==> src/rtl/branch_predictor_if.sv <==
// Pipeline <-> branch predictor signal bundle: IF-stage lookup, EX-stage resolution,
// and the statistics counters. The pipeline side is the master, the predictor the slave.
interface branch_predictor_if #(
  parameter int NBITS    = 32,
  parameter int CNT_BITS = 16
);
  logic [NBITS-1:0]    PC_IF;
  logic                PredTaken_IF;
  logic [NBITS-1:0]    PredTarget_IF;
  logic                Resolve_EX;
  logic [NBITS-1:0]    PC_EX;
  logic [NBITS-1:0]    BranchTarget_EX;
  logic                Taken_EX;
  logic                PredTaken_EX;
  logic                Mispredict;
  logic [NBITS-1:0]    RedirectPC;
  logic [CNT_BITS-1:0] BranchCount;
  logic [CNT_BITS-1:0] MissCount;

  modport master (
    output PC_IF, Resolve_EX, PC_EX, BranchTarget_EX, Taken_EX, PredTaken_EX,
    input  PredTaken_IF, PredTarget_IF, Mispredict, RedirectPC, BranchCount, MissCount
  );

  modport slave (
    input  PC_IF, Resolve_EX, PC_EX, BranchTarget_EX, Taken_EX, PredTaken_EX,
    output PredTaken_IF, PredTarget_IF, Mispredict, RedirectPC, BranchCount, MissCount
  );
endinterface

==> src/rtl/branch_predictor.sv <==
// Direct-mapped 2-bit-counter branch predictor with tag/target store, same-cycle
// misprediction flush/redirect at EX, and saturating branch/miss statistics.
module branch_predictor #(
  parameter int NBITS      = 32,
  parameter int INDEX_BITS = 4,
  parameter int CNT_BITS   = 16
) (
  input logic               clk,
  input logic               reset,
  branch_predictor_if.slave bus
);
  localparam int ENTRIES  = 1 << INDEX_BITS;
  localparam int TAG_BITS = NBITS - INDEX_BITS - 2;

  localparam logic [1:0] CTR_STRONG_NT = 2'b00;
  localparam logic [1:0] CTR_WEAK_NT   = 2'b01;
  localparam logic [1:0] CTR_WEAK_T    = 2'b10;
  localparam logic [1:0] CTR_STRONG_T  = 2'b11;

  typedef struct packed {
    logic                valid;
    logic [TAG_BITS-1:0] tag;
    logic [NBITS-1:0]    target;
    logic [1:0]          ctr;
  } entry_t;

  localparam entry_t RESET_ENTRY = '{valid: 1'b0, tag: '0, target: '0, ctr: CTR_WEAK_NT};

  entry_t              table_q [ENTRIES];
  logic [CNT_BITS-1:0] branch_cnt_q, branch_cnt_d;
  logic [CNT_BITS-1:0] miss_cnt_q, miss_cnt_d;

  logic [INDEX_BITS-1:0] if_idx, ex_idx;
  logic [TAG_BITS-1:0]   if_tag, ex_tag;
  entry_t                if_entry, ex_entry, entry_d;
  logic                  if_hit, ex_hit, we_d;
  logic                  resolve_act, mispredict;
  logic                  unused_pc_bits;

  assign if_idx   = bus.PC_IF[INDEX_BITS+1:2];
  assign if_tag   = bus.PC_IF[NBITS-1:INDEX_BITS+2];
  assign ex_idx   = bus.PC_EX[INDEX_BITS+1:2];
  assign ex_tag   = bus.PC_EX[NBITS-1:INDEX_BITS+2];
  assign if_entry = table_q[if_idx];
  assign ex_entry = table_q[ex_idx];
  assign if_hit   = if_entry.valid && (if_entry.tag == if_tag);
  assign ex_hit   = ex_entry.valid && (ex_entry.tag == ex_tag);

  assign unused_pc_bits = ^{bus.PC_IF[1:0], bus.PC_EX[1:0]};

  // Reset suppresses every externally visible effect of a resolve in the same cycle.
  assign resolve_act = bus.Resolve_EX && !reset;
  assign mispredict  = resolve_act && (bus.Taken_EX ^ bus.PredTaken_EX);

  assign bus.Mispredict  = mispredict;
  assign bus.RedirectPC  = !resolve_act ? '0 :
                           bus.Taken_EX ? bus.BranchTarget_EX : bus.PC_EX + NBITS'(4);
  assign bus.BranchCount = branch_cnt_q;
  assign bus.MissCount   = miss_cnt_q;

  // Lookup reads the registered table only, so a same-cycle update is not bypassed.
  always_comb begin
    // NOTE: every output of a combinational block gets a default first so no path
    // leaves it unassigned; otherwise synthesis infers a latch.
    bus.PredTaken_IF  = 1'b0;
    bus.PredTarget_IF = '0;
    if (if_hit && !reset) begin
      bus.PredTaken_IF  = if_entry.ctr[1];
      bus.PredTarget_IF = if_entry.target;
    end
  end

  always_comb begin
    we_d    = 1'b0;
    entry_d = ex_entry;
    if (resolve_act) begin
      if (ex_hit) begin
        we_d           = 1'b1;
        entry_d.target = bus.BranchTarget_EX;
        if (bus.Taken_EX) begin
          if (ex_entry.ctr != CTR_STRONG_T) entry_d.ctr = ex_entry.ctr + 2'b01;
        end else begin
          if (ex_entry.ctr != CTR_STRONG_NT) entry_d.ctr = ex_entry.ctr - 2'b01;
        end
      end else if (bus.Taken_EX) begin
        // Miss on a taken branch: allocate, evicting whatever shared the index.
        we_d    = 1'b1;
        entry_d = '{valid: 1'b1, tag: ex_tag, target: bus.BranchTarget_EX, ctr: CTR_WEAK_T};
      end
    end
  end

  always_comb begin
    branch_cnt_d = branch_cnt_q;
    miss_cnt_d   = miss_cnt_q;
    if (resolve_act && (branch_cnt_q != '1)) branch_cnt_d = branch_cnt_q + CNT_BITS'(1);
    if (mispredict && (miss_cnt_q != '1))    miss_cnt_d   = miss_cnt_q + CNT_BITS'(1);
  end

  // NOTE: sequential state is written only with non-blocking assignments so every
  // register samples pre-edge values regardless of statement order.
  always_ff @(posedge clk) begin
    if (reset) begin
      // NOTE: the table is built from flops rather than RAM, so it can and must be
      // cleared by reset; otherwise stale valid bits would produce phantom hits.
      for (int i = 0; i < ENTRIES; i++) table_q[i] <= RESET_ENTRY;
      branch_cnt_q <= '0;
      miss_cnt_q   <= '0;
    end else begin
      if (we_d) table_q[ex_idx] <= entry_d;
      branch_cnt_q <= branch_cnt_d;
      miss_cnt_q   <= miss_cnt_d;
    end
  end
endmodule

==> src/flat_wrapper.sv <==
// flat-port wrapper written by rule: the top's interface ports become plain ports
module branch_predictor_flat 
#(
  parameter int NBITS      = 32,
  parameter int INDEX_BITS = 4,
  parameter int CNT_BITS   = 16
)
  (clk, reset, bus_PC_IF, bus_Resolve_EX, bus_PC_EX, bus_BranchTarget_EX, bus_Taken_EX, bus_PredTaken_EX, bus_PredTaken_IF, bus_PredTarget_IF, bus_Mispredict, bus_RedirectPC, bus_BranchCount, bus_MissCount);
  branch_predictor_if #(.NBITS(NBITS), .CNT_BITS(CNT_BITS)) bus_i ();
  input logic clk;
  input logic reset;
  input wire logic [$bits(bus_i.PC_IF)-1:0] bus_PC_IF;
  input wire logic [$bits(bus_i.Resolve_EX)-1:0] bus_Resolve_EX;
  input wire logic [$bits(bus_i.PC_EX)-1:0] bus_PC_EX;
  input wire logic [$bits(bus_i.BranchTarget_EX)-1:0] bus_BranchTarget_EX;
  input wire logic [$bits(bus_i.Taken_EX)-1:0] bus_Taken_EX;
  input wire logic [$bits(bus_i.PredTaken_EX)-1:0] bus_PredTaken_EX;
  output wire logic [$bits(bus_i.PredTaken_IF)-1:0] bus_PredTaken_IF;
  output wire logic [$bits(bus_i.PredTarget_IF)-1:0] bus_PredTarget_IF;
  output wire logic [$bits(bus_i.Mispredict)-1:0] bus_Mispredict;
  output wire logic [$bits(bus_i.RedirectPC)-1:0] bus_RedirectPC;
  output wire logic [$bits(bus_i.BranchCount)-1:0] bus_BranchCount;
  output wire logic [$bits(bus_i.MissCount)-1:0] bus_MissCount;
  assign bus_i.PC_IF = bus_PC_IF;
  assign bus_i.Resolve_EX = bus_Resolve_EX;
  assign bus_i.PC_EX = bus_PC_EX;
  assign bus_i.BranchTarget_EX = bus_BranchTarget_EX;
  assign bus_i.Taken_EX = bus_Taken_EX;
  assign bus_i.PredTaken_EX = bus_PredTaken_EX;
  assign bus_PredTaken_IF = bus_i.PredTaken_IF;
  assign bus_PredTarget_IF = bus_i.PredTarget_IF;
  assign bus_Mispredict = bus_i.Mispredict;
  assign bus_RedirectPC = bus_i.RedirectPC;
  assign bus_BranchCount = bus_i.BranchCount;
  assign bus_MissCount = bus_i.MissCount;
  branch_predictor #(.NBITS(NBITS), .INDEX_BITS(INDEX_BITS), .CNT_BITS(CNT_BITS)) u_core (.clk(clk), .reset(reset), .bus(bus_i));
endmodule
==> config.mk <==
export PLATFORM = sky130hd
export DESIGN_NAME = branch_predictor_flat
export DESIGN_NICKNAME = d
export VERILOG_FILES = /design/src/rtl/branch_predictor_if.sv /design/src/rtl/branch_predictor.sv /design/src/flat_wrapper.sv
export SDC_FILE = /design/constraint.sdc
export NUM_CORES = 2
export LEC_CHECK = 0
export CORE_ASPECT_RATIO = 1.4
export CORE_MARGIN = 2
export CORE_UTILIZATION = 50
export CTS_BUF_LIST = sky130_fd_sc_hd__clkbuf_4 sky130_fd_sc_hd__clkbuf_8
export DETAILED_ROUTE_END_ITERATION = 10
export GPL_ROUTABILITY_DRIVEN = 0
export GPL_TIMING_DRIVEN = 0
export PLACE_DENSITY = 0.68
export SLEW_MARGIN = 20
export SYNTH_ARGS = -nofsm -noshare
export SYNTH_HDL_FRONTEND = slang
export SYNTH_SLANG_ARGS = --single-unit
==> constraint.sdc <==
create_clock -name clk -period 13.6 [get_ports clk]
set_input_delay 2.72 -clock clk [delete_from_list [all_inputs] [get_ports clk]]
set_output_delay 2.72 -clock clk [all_outputs]
set_load 0.01 [all_outputs]
### Yosys cells after proc, flatten, opt, wreduce, memory -nomap -nowiden

Memory sizes are Yosys's and may differ from the RTL's.
Index checks and enable logic that the tools add are counted.

* memories kept: 1
* bits in registers: 32
* memory bits (writable): 976
* input port bits: 101
* word-level logic and storage cells: 46
* output and inout port bits: 98

Memory list
* u_core.table_q: depth 16, width 61, rd ports 2, clocked after memory_dff 0, wr ports 16, RTL line branch_predictor.sv:29 `entry_t table_q [ENTRIES];`

* mux-type cells: 22
* add/sub/neg operators: 5
* equality and inequality tests: 5
* reductions and logical operators: 10
* bitwise operators: 1

Operators by type and width (number)
* 2-to-1 mux 61 bit: 3
* 2-to-1 mux 32 bit: 3
* OR reduction 61 bit: 1
* == test 26 bit: 2
* 2-to-1 mux 34 bit: 1
* adder 16 x 1 -> 16 bit (second input constant): 2
* adder 32 x 3 -> 32 bit (second input constant): 1
* inequality test 16 bit (second input constant): 2
* 2-to-1 mux 27 bit: 1
* 2-to-1 mux 1 bit: 10
* logical AND 1 bit: 7
* 2-to-1 mux 2 bit: 3
* 2-to-1 mux 4 bit: 1
* adder 2 x 1 -> 2 bit (second input constant): 1
* inequality test 2 bit (second input constant): 1
* nonzero test 2 bit: 1
* subtractor 2 x 1 -> 2 bit (second input constant): 1
* logical NOT 1 bit: 1
* bitwise XOR 1 bit: 1

### Depth between registers and ports, before layout

An unclocked memory read counts as a cell.

* depth after elaboration: 10
* depth in mapped cells: 18
* mapped depth without buffers: 10

### Least setup slack after synthesis

OpenSTA, ideal clock, no wires.

* path kind: input to output
* start point: in bus_PC_IF[2]
* end point: out bus_PredTarget_IF[10]
* path slack: 4.925 ns
* required time: 10.880 ns
* buffers on the path: 4
* arrival: 5.955 ns
* stages: 10
* cells stage by stage: clkbuf_1 clkbuf_1 buf_1 mux4_2 mux4_2 xor2_1 nor4_1 nand4_1 clkbuf_1 nor2b_1

* word-level cells in the longest chain between the ends: 5

RTL lines
* start, declared: RTL line flat_wrapper.sv:12 `input wire logic [$bits(bus_i.PC_IF)-1:0] bus_PC_IF;`
* memory (16 x 61 bit) *
* == test 26 bit: RTL line branch_predictor.sv:46 `assign if_hit = if_entry.valid && (if_entry.tag == if_tag);`
* logical AND 1 bit: RTL line branch_predictor.sv:46
* logical AND 1 bit: RTL line branch_predictor.sv:67 `if (if_hit && !reset) begin`
* 2-to-1 mux 32 bit *: RTL line branch_predictor.sv:67
* end, declared: RTL line flat_wrapper.sv:19 `output wire logic [$bits(bus_i.PredTarget_IF)-1:0] bus_PredTarget_IF;`

Every way passes the cells marked *; elsewhere a longest branch is shown, timed or not.

### Worst setup path after layout

* start point: in bus_PC_IF[2]
* end point: out bus_PredTaken_IF

* word-level cells in the longest chain between the ends: 5

RTL lines
* memory (16 x 61 bit) *
* == test 26 bit: RTL line branch_predictor.sv:46
* logical AND 1 bit: RTL line branch_predictor.sv:46
* logical AND 1 bit: RTL line branch_predictor.sv:67
* 2-to-1 mux 1 bit *: RTL line branch_predictor.sv:67
* end, declared: RTL line flat_wrapper.sv:18 `output wire logic [$bits(bus_i.PredTaken_IF)-1:0] bus_PredTaken_IF;`

Marks and branches as above.

==> results.md <==
| Item | Reported |
|:---|:---|
| Initial antenna violation count | 14 |
| Startpoint type of the worst setup path | input pin |
| Final worst clock skew | 0.0652 ns |
| Outcome | complete, but fails checks |
| Total power density per cell area | 122 nW/um2 |
| Later-pin clock latency in the skew report | 0.95 ns |
| Final non-filler cell area | 58900 um2 |
| Worst Hold End | u_core.bus.MissCount[11] |
| Top cells by area, synth | edfxtp_1 57%, mux4_2 17%, nor2_1 4.5% |
| Post_cts resized | 0 |
| Met1 Wirelength | 61900 um |
| Sequential Power Share | 49.9% |
| Arrival time of the worst setup path | 9.55 ns |
| Critical-path top delay cell | nor2b_1 |
| Most instantiated library cell after synthesis | edfxtp_1 |
| Routed vias/inst | 6.92 |
| Switching power total | 1.94 mW |
| Post-detailed-placement half-perimeter wirelength | 140000 um |
| Power consumption | 7.20 mW |
| Final setup vio count | 0 |
| Post-DP Area | 55700 um2 |
| Mean area per synthesized cell | 13.8 um2 |
| Pin count of the biggest net entering global routing | 37 |
| Detail Route met3 WL | 27900 um |
| Top post-synthesis cells by count | 976 x edfxtp_1, 609 x nor2_1, 383 x mux4_2, 316 x a21oi_1, 224 x nand2_1 |
| Cell chosen for the clock root | clkbuf_8 |
| Cell breakdown of the critical path | clkbuf_1 > clkbuf_1 > buf_2 > mux4_2 > mux4_2 > xnor2_2 > nand4_1 > nor3_1 > nand4_1 > nor2b_1 > clkdlybuf4s50_1 |
| Number of top-level pins | 199 |
| Clock transition at the register clock pins on the worst setup and hold paths after CTS | 0.06 ns |
| Post-layout instance count excluding filler cells | 5564 |
| Leakage power summed over all cells | 19.4 nW |
| Width of the die | 275 um |
| Hold Path Depth | 2 |
| Violated checks | design-rule violations |
| Max Fanout on Critical Path | 10 |
| Timing-limited maximum frequency | 0.0815 GHz |
| Register-to-register setup slack | 8.20 ns |
| Final Max Tran Viols | 0 |
| Synth top area share | 57.1% |
| TritonCTS sink count | 1008 |
| Path type of the worst setup path | in2out |
| Count of cells along the worst register-to-register path | 11 |
| DIE AREA | 105000 um2 |
| Total of hold buffers inserted after clock tree synthesis | 0 |
| Required time of the critical path | 10.88 ns |
| Post-placement cell count | 5275 |
| Average routed wire per standard cell | 36.2 um |
| Number of setup buffers added after CTS | 0 |
| Routed wire length on met2 | 92200 um |
| Most used flip-flop cell after synthesis | edfxtp_1 |
| Clock tree from TritonCTS | built |
| Cell internal pwr | 5.26 mW |
| Count of input and output buffers | 183 |
| Number of nets with antenna violations after detailed routing | 0 |
| Synth area leader | edfxtp_1 |
| Share of layout cells above drive strength 1 | 22.2% |
| Slowest cell delay on critical path | 0.90 ns |
| Highest metal layer with signal wires | met5 |
| Max-slew headroom at the worst pin | 12.1% |
| Overall die height | 383 um |
| Number of synthesized flops with an enable pin | 976 |
| Transition time at the pin with the least slew margin | 1.32 ns |
| Clock Tree Buf Depth | 3 |
| Maximum resistive drop on vdd | 0.0869 mV |
| Source of the worst hold timing path | u_core.bus.MissCount[11] |
| Final net count | 4203 |
| Final-layout setup total negative slack | 0 ns |
| RSZ-0062 raised after global routing | no |
| Number of library cell types mapped by synthesis | 89 |
| Total routed wirelength | 201000 um |
| Critical register-to-register path startpoint | u_core.table_q[4][47] |
| Synth async-reset ratio | 0% |
| Relative contribution of combinational cells to total power | 13.3% |
| CTS Buf Count | 157 |
| Type of the worst min-delay path | reg2reg |
| Area grow syn2layout | 14.7% |
| Count of routing violations after the opening detailed-route iteration | 6288 |
| Clk pwr share | 36.8% |
| Worst r2r dst | u_core.table_q[1][23] |
| Area of the mapped netlist | 51400 um2 |
| Crit path time final | 12.27 ns |
| Core Rows | 139 |
| Setup slack after placement | 1.79 ns |
| Count of vias placed by the detailed router | 38508 |
| Area of the core region | 102000 um2 |
| Flop and latch count out of synthesis | 1008 |
| Number of global-route vias before repair | 37969 |
| Global-route usage over all layers | 38.5% |
| Number of iterations in the first detailed-routing pass | 11 |
| H-tree depth reported by CTS | 4 |
| Final worst path period share | 90.2% |
| Final Hold Fails | 0 |
| Switching share of power | 26.9% |
| Max-cap violations | 0 |
| Starting density of the core | 50.2% |
| Residual overflow from global routing | 0 |
| Total number of yosys warnings | 0 |
| Proportion of synthesized chip area in sequential cells | 58.3% |
| Post-Syn Nets | 3830 |
| PnR worst setup slack | 1.33 ns |
| Type of destination of the critical path | output pin |
| Number of fillers in the final layout | 8241 |
| Cells after synthesis | 3723 |
| First-pass GRT wire length | 278000 um |
| DRC viols | 4 |
cell usage in the layout (no fill, tap or decap), drive strengths merged, types with 5 or more instances in the layout:
cell,Yosys,final
diode,0,13
or3,12,12
o22ai,7,7
mux4,383,383
o21ai,45,45
a21oi,321,321
bufinv,0,8
o21a,5,5
and4,7,7
xor2,35,35
nand3,66,66
buf,158,187
nor3,175,175
a211oi,10,10
edfxtp,976,976
clkinv,2,51
and2,42,42
clkbuf,161,368
a22o,10,10
a2111oi,5,5
a221oi,5,5
nand4,21,21
mux2,11,11
nand2b,23,23
nor2,610,610
dfxtp,32,32
inv,42,52
clkdlybuf4s50,0,183
a22oi,36,36
a41oi,5,5
xnor2,53,53
ha,6,6
mux2i,101,101
nor2b,52,52
nand2,225,225
nor4,11,11
and3,14,14
layer usage:
layer  vias to the layer above  GRT usage (%)
met1                     18940           43.8
li1                      15048              -
met4                        12           28.5
met5                         -              0
met2                      3470           59.7
met3                      1038           13.7
cells by family (layout without fill, tap and decap cells):
family	after synthesis	after routing	share of synthesized area (%)
DFF	1008	1008	58.3
and+or+nand+nor	1275	1275	11.8
muxes	495	495	19.1
adders and majority gates	6	6	0.146
other	0	13	0
buffers and inverters	363	852	3.47
AOI/OAI and AO/OA	488	488	5.74
xor gates and xnor gates	88	88	1.50
how the worst max path moves through the flow:
stage	startpoint	endpoint	cells after the start
finish	bus_PC_IF[2]	bus_PredTaken_IF	11
global route	bus_PC_IF[2]	bus_PredTarget_IF[29]	12
CTS	bus_PC_IF[2]	bus_PredTarget_IF[29]	12
detailed placement	bus_PC_IF[2]	bus_PredTarget_IF[29]	12
global placement	bus_PC_IF[2]	bus_PredTarget_IF[29]	12
floorplan	bus_PC_IF[2]	bus_PredTarget_IF[10]	10
critical path: cells and delay by family:
kind	cells	cell delay, ns
mux	2	1.08
xor+xnor	1	0.64
simple gates	4	2.75
buf+inv	4	2.34
power by group through the flow:
stage               combinational, mW  clock (mW)  sequential [mW]
finish                          0.959        2.65             3.59
global route                    0.967        2.76             3.60
CTS                             0.913        2.63             3.59
detailed placement              0.909           0             3.65
global placement                0.875           0             3.67
floorplan                       0.527           0             3.64
sequential cells by signal (all words and copies together), names as in the netlist:
register and cells:
u_core.bus.MissCount 16, u_core.table_q 976, u_core.bus.BranchCount 16
area by class of cell:
class	count	area (um2)	area share, %
Inverter	44	165	0.280
Multi-Input combinational cell	2352	19800	33.6
Antenna cell	13	32.5	0.0552
Buffer	319	1660	2.81
Tap cell	1339	1680	2.84
Clock buffer	205	2530	4.29
Timing Repair Buffer	214	2530	4.30
Sequential cell	1008	29900	50.8
Clock inverter	70	604	1.03
stage by stage:
stage               hold slack [ns]  utilization (%)
CTS                           0.499             57.5
detailed placement            0.491             54.5
finish                        0.506             57.6
global route                  0.536             57.6
global placement              0.485             53.7
floorplan                     0.510                -
No activity file was read; power rests on OpenSTA's default activity.
